<file path="src/rtl/lc3_mem_if.sv">
// Core-side memory bus between the LC-3 control/datapath (MAR/MDR) and the memory controller.
interface lc3_mem_if;
    logic        req;
    logic        we;
    logic [15:0] addr;
    logic [15:0] wdata;
    logic [15:0] rdata;
    logic        rdy;

    modport master (output req, we, addr, wdata, input rdata, rdy);
    modport slave  (input req, we, addr, wdata, output rdata, rdy);
endinterface

</file>
<file path="src/rtl/lc3_mem_ctrl.sv">
// LC-3 memory/IO controller: SRAM below xFE00 with programmable wait states,
// keyboard/display/machine-control registers above, plus memRDY generation.
module lc3_mem_ctrl #(
    parameter int unsigned WAIT_CYCLES = 1
) (
    input  logic        clk,
    input  logic        rst,
    lc3_mem_if.slave    bus,
    output logic        sram_ce,
    output logic        sram_we,
    output logic [15:0] sram_addr,
    output logic [15:0] sram_wdata,
    input  logic [15:0] sram_rdata,
    input  logic [7:0]  kb_data,
    input  logic        kb_valid,
    output logic [7:0]  dd_data,
    output logic        dd_valid,
    input  logic        dd_ready,
    output logic        kb_int,
    output logic        dd_int,
    output logic        run
);
    localparam int unsigned CNT_W  = 4;
    localparam logic [15:0] IO_BASE   = 16'hFE00;
    localparam logic [15:0] KBSR_ADDR = 16'hFE00;
    localparam logic [15:0] KBDR_ADDR = 16'hFE02;
    localparam logic [15:0] DSR_ADDR  = 16'hFE04;
    localparam logic [15:0] DDR_ADDR  = 16'hFE06;
    localparam logic [15:0] MCR_ADDR  = 16'hFFFE;

    typedef enum logic [1:0] {IDLE, ACCESS, IO, RESP} state_t;

    state_t             state, state_nx;
    logic [CNT_W-1:0]   cnt;
    logic               we_q;
    logic [15:0]        addr_q, wdata_q, rdata_q;
    logic               kb_rdy, kb_ie, dd_ie, run_q, dd_valid_q;
    logic [7:0]         kbdr, dd_data_q;
    logic [15:0]        io_rdata;
    logic               io_wr, kbdr_rd;
    logic               is_kbsr, is_kbdr, is_dsr, is_ddr, is_mcr;

    // State register; async reset aborts any access in flight.
    always_ff @(posedge clk or posedge rst) begin
        if (rst) state <= IDLE;
        else     state <= state_nx;
    end

    always_comb begin
        state_nx = state;
        case (state)
            IDLE:    if (bus.req) state_nx = (bus.addr < IO_BASE) ? ACCESS : IO;
            ACCESS:  if (cnt == '0) state_nx = RESP;
            IO:      state_nx = RESP;
            RESP:    state_nx = IDLE;
            default: state_nx = IDLE;
        endcase
    end

    // Request latch and wait-state counter.
    always_ff @(posedge clk or posedge rst) begin
        if (rst) begin
            we_q    <= 1'b0;
            addr_q  <= '0;
            wdata_q <= '0;
            cnt     <= '0;
        end else if (state == IDLE && bus.req) begin
            we_q    <= bus.we;
            addr_q  <= bus.addr;
            wdata_q <= bus.wdata;
            cnt     <= CNT_W'(WAIT_CYCLES);
        end else if (state == ACCESS && cnt != '0) begin
            cnt     <= cnt - CNT_W'(1);
        end
    end

    assign is_kbsr = (addr_q == KBSR_ADDR);
    assign is_kbdr = (addr_q == KBDR_ADDR);
    assign is_dsr  = (addr_q == DSR_ADDR);
    assign is_ddr  = (addr_q == DDR_ADDR);
    assign is_mcr  = (addr_q == MCR_ADDR);
    assign io_wr   = (state == IO) && we_q;
    assign kbdr_rd = (state == IO) && !we_q && is_kbdr;

    // Device register read mux; unmapped IO and DDR read as zero.
    always_comb begin
        io_rdata = '0;
        if (is_kbsr)      io_rdata = {kb_rdy, kb_ie, 14'd0};
        else if (is_kbdr) io_rdata = {8'h00, kbdr};
        else if (is_dsr)  io_rdata = {!dd_valid_q, dd_ie, 14'd0};
        else if (is_mcr)  io_rdata = {run_q, 15'd0};
    end

    // Read data holds across writes.
    always_ff @(posedge clk or posedge rst) begin
        if (rst) begin
            rdata_q <= '0;
        end else if (state == ACCESS && cnt == '0 && !we_q) begin
            rdata_q <= sram_rdata;
        end else if (state == IO && !we_q) begin
            rdata_q <= io_rdata;
        end
    end

    // Keyboard: a new strobe wins over a same-edge KBDR read.
    always_ff @(posedge clk or posedge rst) begin
        if (rst) begin
            kb_rdy <= 1'b0;
            kbdr   <= '0;
            kb_ie  <= 1'b0;
        end else begin
            if (kb_valid) begin
                kbdr   <= kb_data;
                kb_rdy <= 1'b1;
            end else if (kbdr_rd) begin
                kb_rdy <= 1'b0;
            end
            if (io_wr && is_kbsr) kb_ie <= wdata_q[14];
        end
    end

    // Display and machine control; DDR writes while busy are dropped.
    always_ff @(posedge clk or posedge rst) begin
        if (rst) begin
            dd_valid_q <= 1'b0;
            dd_data_q  <= '0;
            dd_ie      <= 1'b0;
            run_q      <= 1'b1;
        end else begin
            if (io_wr && is_ddr && !dd_valid_q) begin
                dd_data_q  <= wdata_q[7:0];
                dd_valid_q <= 1'b1;
            end else if (dd_valid_q && dd_ready) begin
                dd_valid_q <= 1'b0;
            end
            if (io_wr && is_dsr) dd_ie <= wdata_q[14];
            if (io_wr && is_mcr) run_q <= wdata_q[15];
        end
    end

    assign bus.rdy    = (state == RESP);
    assign bus.rdata  = rdata_q;
    assign sram_ce    = (state == ACCESS);
    assign sram_we    = (state == ACCESS) && we_q;
    assign sram_addr  = addr_q;
    assign sram_wdata = wdata_q;
    assign dd_data    = dd_data_q;
    assign dd_valid   = dd_valid_q;
    assign kb_int     = kb_rdy && kb_ie;
    assign dd_int     = !dd_valid_q && dd_ie;
    assign run        = run_q;
endmodule
</file>
<file path="src/flat_wrapper.sv">
// flat-port wrapper written by rule: the top's interface ports become plain ports
module lc3_mem_ctrl_flat 
#(
    parameter int unsigned WAIT_CYCLES = 1
)
  (clk, rst, sram_ce, sram_we, sram_addr, sram_wdata, sram_rdata, kb_data, kb_valid, dd_data, dd_valid, dd_ready, kb_int, dd_int, run, bus_req, bus_we, bus_addr, bus_wdata, bus_rdata, bus_rdy);
  lc3_mem_if bus_i ();
  input  logic clk;
  input  logic rst;
  output logic sram_ce;
  output logic sram_we;
  output logic [15:0] sram_addr;
  output logic [15:0] sram_wdata;
  input  logic [15:0] sram_rdata;
  input  logic [7:0] kb_data;
  input  logic kb_valid;
  output logic [7:0] dd_data;
  output logic dd_valid;
  input  logic dd_ready;
  output logic kb_int;
  output logic dd_int;
  output logic run;
  input wire logic [$bits(bus_i.req)-1:0] bus_req;
  input wire logic [$bits(bus_i.we)-1:0] bus_we;
  input wire logic [$bits(bus_i.addr)-1:0] bus_addr;
  input wire logic [$bits(bus_i.wdata)-1:0] bus_wdata;
  output wire logic [$bits(bus_i.rdata)-1:0] bus_rdata;
  output wire logic [$bits(bus_i.rdy)-1:0] bus_rdy;
  assign bus_i.req = bus_req;
  assign bus_i.we = bus_we;
  assign bus_i.addr = bus_addr;
  assign bus_i.wdata = bus_wdata;
  assign bus_rdata = bus_i.rdata;
  assign bus_rdy = bus_i.rdy;
  lc3_mem_ctrl #(.WAIT_CYCLES(WAIT_CYCLES)) u_core (.clk(clk), .rst(rst), .bus(bus_i), .sram_ce(sram_ce), .sram_we(sram_we), .sram_addr(sram_addr), .sram_wdata(sram_wdata), .sram_rdata(sram_rdata), .kb_data(kb_data), .kb_valid(kb_valid), .dd_data(dd_data), .dd_valid(dd_valid), .dd_ready(dd_ready), .kb_int(kb_int), .dd_int(dd_int), .run(run));
endmodule
</file>
<file path="config.mk">
export PLATFORM = sky130hd
export DESIGN_NAME = lc3_mem_ctrl_flat
export DESIGN_NICKNAME = d
export VERILOG_FILES = /design/src/rtl/lc3_mem_if.sv /design/src/rtl/lc3_mem_ctrl.sv /design/src/flat_wrapper.sv
export SDC_FILE = /design/constraint.sdc
export NUM_CORES = 1
export LEC_CHECK = 0
export ABC_AREA = 1
export BUFFER_PORTS_ARGS = -buffer_cell sky130_fd_sc_hd__buf_2
export CORE_ASPECT_RATIO = 0.75
export CORE_MARGIN = 2
export CORE_UTILIZATION = 40
export DETAILED_ROUTE_END_ITERATION = 10
export PLACE_DENSITY_LB_ADDON = 0.2
export SYNTH_ARGS = -nofsm -noshare
export SYNTH_HDL_FRONTEND = slang
export SYNTH_SLANG_ARGS = --single-unit
</file>
<file path="constraint.sdc">
create_clock -name clk -period 4.95 [get_ports clk]
set_input_delay 0.2475 -clock clk [delete_from_list [all_inputs] [get_ports clk]]
set_output_delay 0.2475 -clock clk [all_outputs]
set_load 0.03 [all_outputs]
</file>
Word-level counts from Yosys, hierarchy flattened
Index checks and enable logic that the tools add are counted.

operators by class
  order comparisons = 1
  eq/ne operators = 10
  reduce and logical (&&, ||, !) cells = 26
  mux-type cells = 16
  add/sub/neg operators = 1

operators by type and width
  kind                  number
  $mux 16               6
  $eq 16x16->1 const B  5
  $logic_and 1x1->1     16
  $lt 16x16->1 const B  1
  $mux 4                2
  $pmux 2 s4            1
  $reduce_bool 2->1     4
  $mux 2                3
  $eq 2x2->1 const B    2
  $logic_not 4->1       1
  $mux 1                4
  $reduce_bool 4->1     1
  $sub 4x1->4 const B   1
  $eq 2x1->1 const B    1
  $logic_not 1->1       2
  $logic_not 2->1       1
  $ne 2x1->1 const B    1
  $ne 2x2->1 const B    1
  $reduce_and 2->1      1

word-level totals
  word-level logic and storage cells = 67
  output and inout port bits = 63
  flip-flop bits (word level) = 76
  bits of input ports = 62

Logic depth before layout (Yosys ltp)
  word-level depth = 7
  mapped depth = 11
  gate-level depth less buffers = 11

Worst setup path before layout
No wires, ideal clock.

  kind = reg2reg
  start point = reg u_core.state[1]
  end point = reg u_core.rdata_q[0], in the netlist u_core.bus.rdata[0]
  library setup time = 0.126 ns
  clock period less this slack = 1.677 ns
  path slack = 3.273 ns
  required time = 4.824 ns
  stages on the path, launching flop included = 9
  arrival time = 1.551 ns
  buffers on the path = 1
  cell sequence = dfrtp_1 > inv_1 > ha_1 > nand4_4 > nand2_2 > inv_2 > buf_6 > nand2_1 > nand3_1

between the ends
  longest elaborated chain between the ends = 4
  elaborated cells between the ends (all ways) = 7
  those cells by class = eq/ne (2); mux (1); reduce/logical (4)

RTL lines
  item                                          line                 source
  start, declared                               lc3_mem_ctrl.sv:33   state_t state, state_nx;
  start signal, assigned                        lc3_mem_ctrl.sv:46   else state <= state_nx;
  $eq 2x1->1 *                                  -
  net sram_ce                                   flat_wrapper.sv:10   output logic sram_ce;
  $logic_and 1x1->1 * (2 in series)             lc3_mem_ctrl.sv:98   end else if (state == ACCESS && cnt == '0 && !we_q) begin
  $mux 16 or $reduce_bool 2->1 (tied branches)  -
  end signal, assigned                          lc3_mem_ctrl.sv:99   rdata_q <= sram_rdata;
  end signal, assigned                          lc3_mem_ctrl.sv:101  rdata_q <= io_rdata;
  end, declared                                 lc3_mem_ctrl.sv:36   logic [15:0] addr_q, wdata_q, rdata_q;

Mark *: on every way through the listed nets, which the timed path passes. The rest lies on a longest branch.
A chain may end at the register's enable or synchronous reset.

Worst setup path after layout
  start point = reg u_core.state[0]
  end point = reg u_core.addr_q[2], in the netlist u_core.sram_addr[2]

between the ends
  longest elaborated chain between the ends = 2

RTL lines
  item                  line                source
  $logic_not 2->1       lc3_mem_ctrl.sv:67  end else if (state == IDLE && bus.req) begin
  $logic_and 1x1->1     lc3_mem_ctrl.sv:67
  end signal, assigned  lc3_mem_ctrl.sv:69  addr_q <= bus.addr;
  end, declared         lc3_mem_ctrl.sv:36

Every way passes these cells.

==> flow_summary.ini <==
[timing]
slew_viol_final = 0
worst_slew_pin_slew_ps = 947
slew_headroom_pct = 36.9
hold_viol = 0
max_freq_mhz = 481
fin_skew_ps = 4.99
fin_tns_setup_ps = 0
layout_min_cycle_time_ps = 2080
setup_viol_count_final = 0
fin_crit_sh_pct = 42.0
grt_setup_unrepaired = false

[synthesis]
yosysUniqueCellTypes = 27
postSynthAreaPerCell_um2 = 8.95
synth_cells = 378
async_flop_share_pct = 100
synth-edff-count = 0
syn-cell-area_um2 = 3380
synthTopCellsByArea = dfrtp_1 55%, nand2_1 14%, o21ai_0 4.1%, inv_1 3.8%, mux2_2 2.7%
synth_warnings = 0
synth_nets = 446
yosysMostFrequentCell = nand2_1
synth_ff_type = dfrtp_1
synth-seq-cells = 76
synth.yosys.seq_area_share_pct = 56.2
yosysTopAreaCell = dfrtp_1
synth_common_cells = 130 x nand2_1, 75 x dfrtp_1, 34 x inv_1
synth_top_area_share_pct = 55.5

[clocking]
cts.sinks = 76
postCtsSetupBuffers = 0
ctsHoldBuffers = 0
cts_resized = 0
clockBufferDepth = 2
cts_tree = yes
cts_inserted_buffers = 9
clock_latency_ps = 330
htreeDepth = 3
clockRootBuffer = clkbuf_16
clk_pin_slew_ps = 60

[critical_path]
rrSetupSlack_ps = 2870
crit_fanout = 45
cp.arrival_ps = 2280
reg2reg_depth = 6
r2r-start = u_core.state[0]
worstSetupStartpointType = register
crit_type = register to register
crit_path_end_kind = register
reg2reg_to = u_core.sram_addr[2]
worstPathRequired_ps = 5150

[global_routing]
track_usage_pct = 18.6
first_global_vias = 2891
grt-ovfl-total = 0
grt_max_degree = 77
antenna_found_initial = 0
grt_first_pass_wirelength_um = 13400

[route]
via_per_inst = 4.62
drtIter0Drc = 155
drc_errors = 0
wire_per_inst_um = 12.9
dr.pass1.iters = 4
routed_wl_um = 7940
num_vias = 2841
ant_nets = 0

[layout]
drive_gt1_share_pct = 32.1
area.growth.synth_to_final_pct = 28.5
num-nets-final = 571
design_area_um2 = 4350
diodes = 0
final_util_pct = 52.1

[place]
port_buffers = 124
dp_hpwl_um = 5750
place_area_um2 = 4080
gp_congestion = 0.809

[pwr]
worst_ir_drop_vdd_mv = 0.338
power_uw = 2710
power.leakage_uw = 0.00239
power.density_nw_per_um2 = 624

[hold_path]
worstHoldStart = dd_ready
holdPathStages = 2
min_to = u_core.dd_valid
hold_path.class = input pin to register

[run]
drv_cap = 0

[floorplan]
die-area_um2 = 9220
start_util_pct = 40.6
pin_count = 125
die_y_um = 83.7
num_rows = 29
dieWidth_um = 110
coreArea_um2 = 8350

[outcome]
status = finished, final reports clean
[placed cells by master, fill, tap and decap left out, types with 8 or more instances in the layout]
cell	netlist	layout
nor2_1	24	24
mux2_2	8	8
inv_1	34	33
nand2_1	130	130
nand3_1	12	12
o21ai_0	28	28
buf_2	5	124
o21ai_1	10	10
clkbuf_16	0	9
dfrtp_1	75	75
nand4_1	10	10
[registers in the layout (all words and copies together), names as in the netlist]
register and flops:
u_core.we_q 1, u_core.dd_valid 1, u_core.kb_ie 1, u_core.kb_rdy 1
u_core.cnt 4, u_core.sram_addr 16, u_core.run 1, u_core.dd_ie 1
u_core.state 2, u_core.kbdr 8, u_core.bus.rdata 16, u_core.sram_wdata 16
u_core.dd_data 8
[per-stage QoR]
stage                     worst slack [ps]  instances  hold slack, ps
final                                 2870        615            93.5
after global routing                  2620        615            90.2
after CTS                             2800        615            85.1
after detailed placement              2800        600             438
after global placement                2920        600             431
after floorplan                       2770        378             344
[routing by layer]
| layer | GRT usage, % | routed length [um] | share of wire [%] | vias up |
|---|---|---|---|---|
| met5 | 0 | 0 | 0 | - |
| met4 | 4.77 | 74 | 0.93 | 0 |
| met3 | 6.64 | 459 | 5.8 | 9 |
| met2 | 29.7 | 3680 | 46 | 70 |
| met1 | 24.1 | 3720 | 47 | 1311 |
| li1 | - | - | - | 1451 |
[worst max-delay path: stages, from the launching register on]
cell,delay [ps]
dfrtp_1,400
inv_1,130
ha_1,180
nand2_1,440
inv_1,250
buf_4,400
o21ai_0,140
[worst max-delay path by stage]
stage | slack (ps) | endpoint | from | cells after the start
after CTS | 2800 | u_core.sram_addr[1] | u_core.state[0] | 6
after floorplan | 2770 | u_core.bus.rdata[0] | rst | 1
after global placement | 2920 | u_core.cnt[0] | u_core.state[0] | 7
final | 2870 | u_core.sram_addr[2] | u_core.state[0] | 6
after detailed placement | 2800 | u_core.sram_wdata[5] | u_core.state[0] | 6
after global routing | 2620 | u_core.we_q | u_core.state[0] | 7
[cells by family (layout without fill, tap and decap cells)]
logic type                 count (synthesis)  count (layout)  share of synthesized area, %
and+or+nand+nor                          186             186                          23.9
buffers and inverters                     51             180                          6.62
adders and majority gates                  6               6                          2.22
muxes                                      8               8                          2.66
AOI/OAI and AO/OA                         51              51                          8.39
DFF                                       76              76                          56.2
[power by group]
part           internal (uW)  switching, uW  total, uW  leakage (uW)
combinational            329            813       1140       0.00129
clock                    362            234        596      0.000135
sequential               833            142        975      0.000966
[layout make-up]
| type | count | area, um^2 |
|---|---|---|
| Clock buffer | 13 | 260 |
| Clock inverter | 2 | 10.0 |
| Fill cell | 835 | 4000 |
| Inverter | 39 | 148 |
| Multi-Input combinational cell | 251 | 1260 |
| Sequential cell | 76 | 1900 |
| Tap cell | 108 | 135 |
| Timing Repair Buffer | 126 | 636 |
No activity file was read; power rests on OpenSTA's default activity.
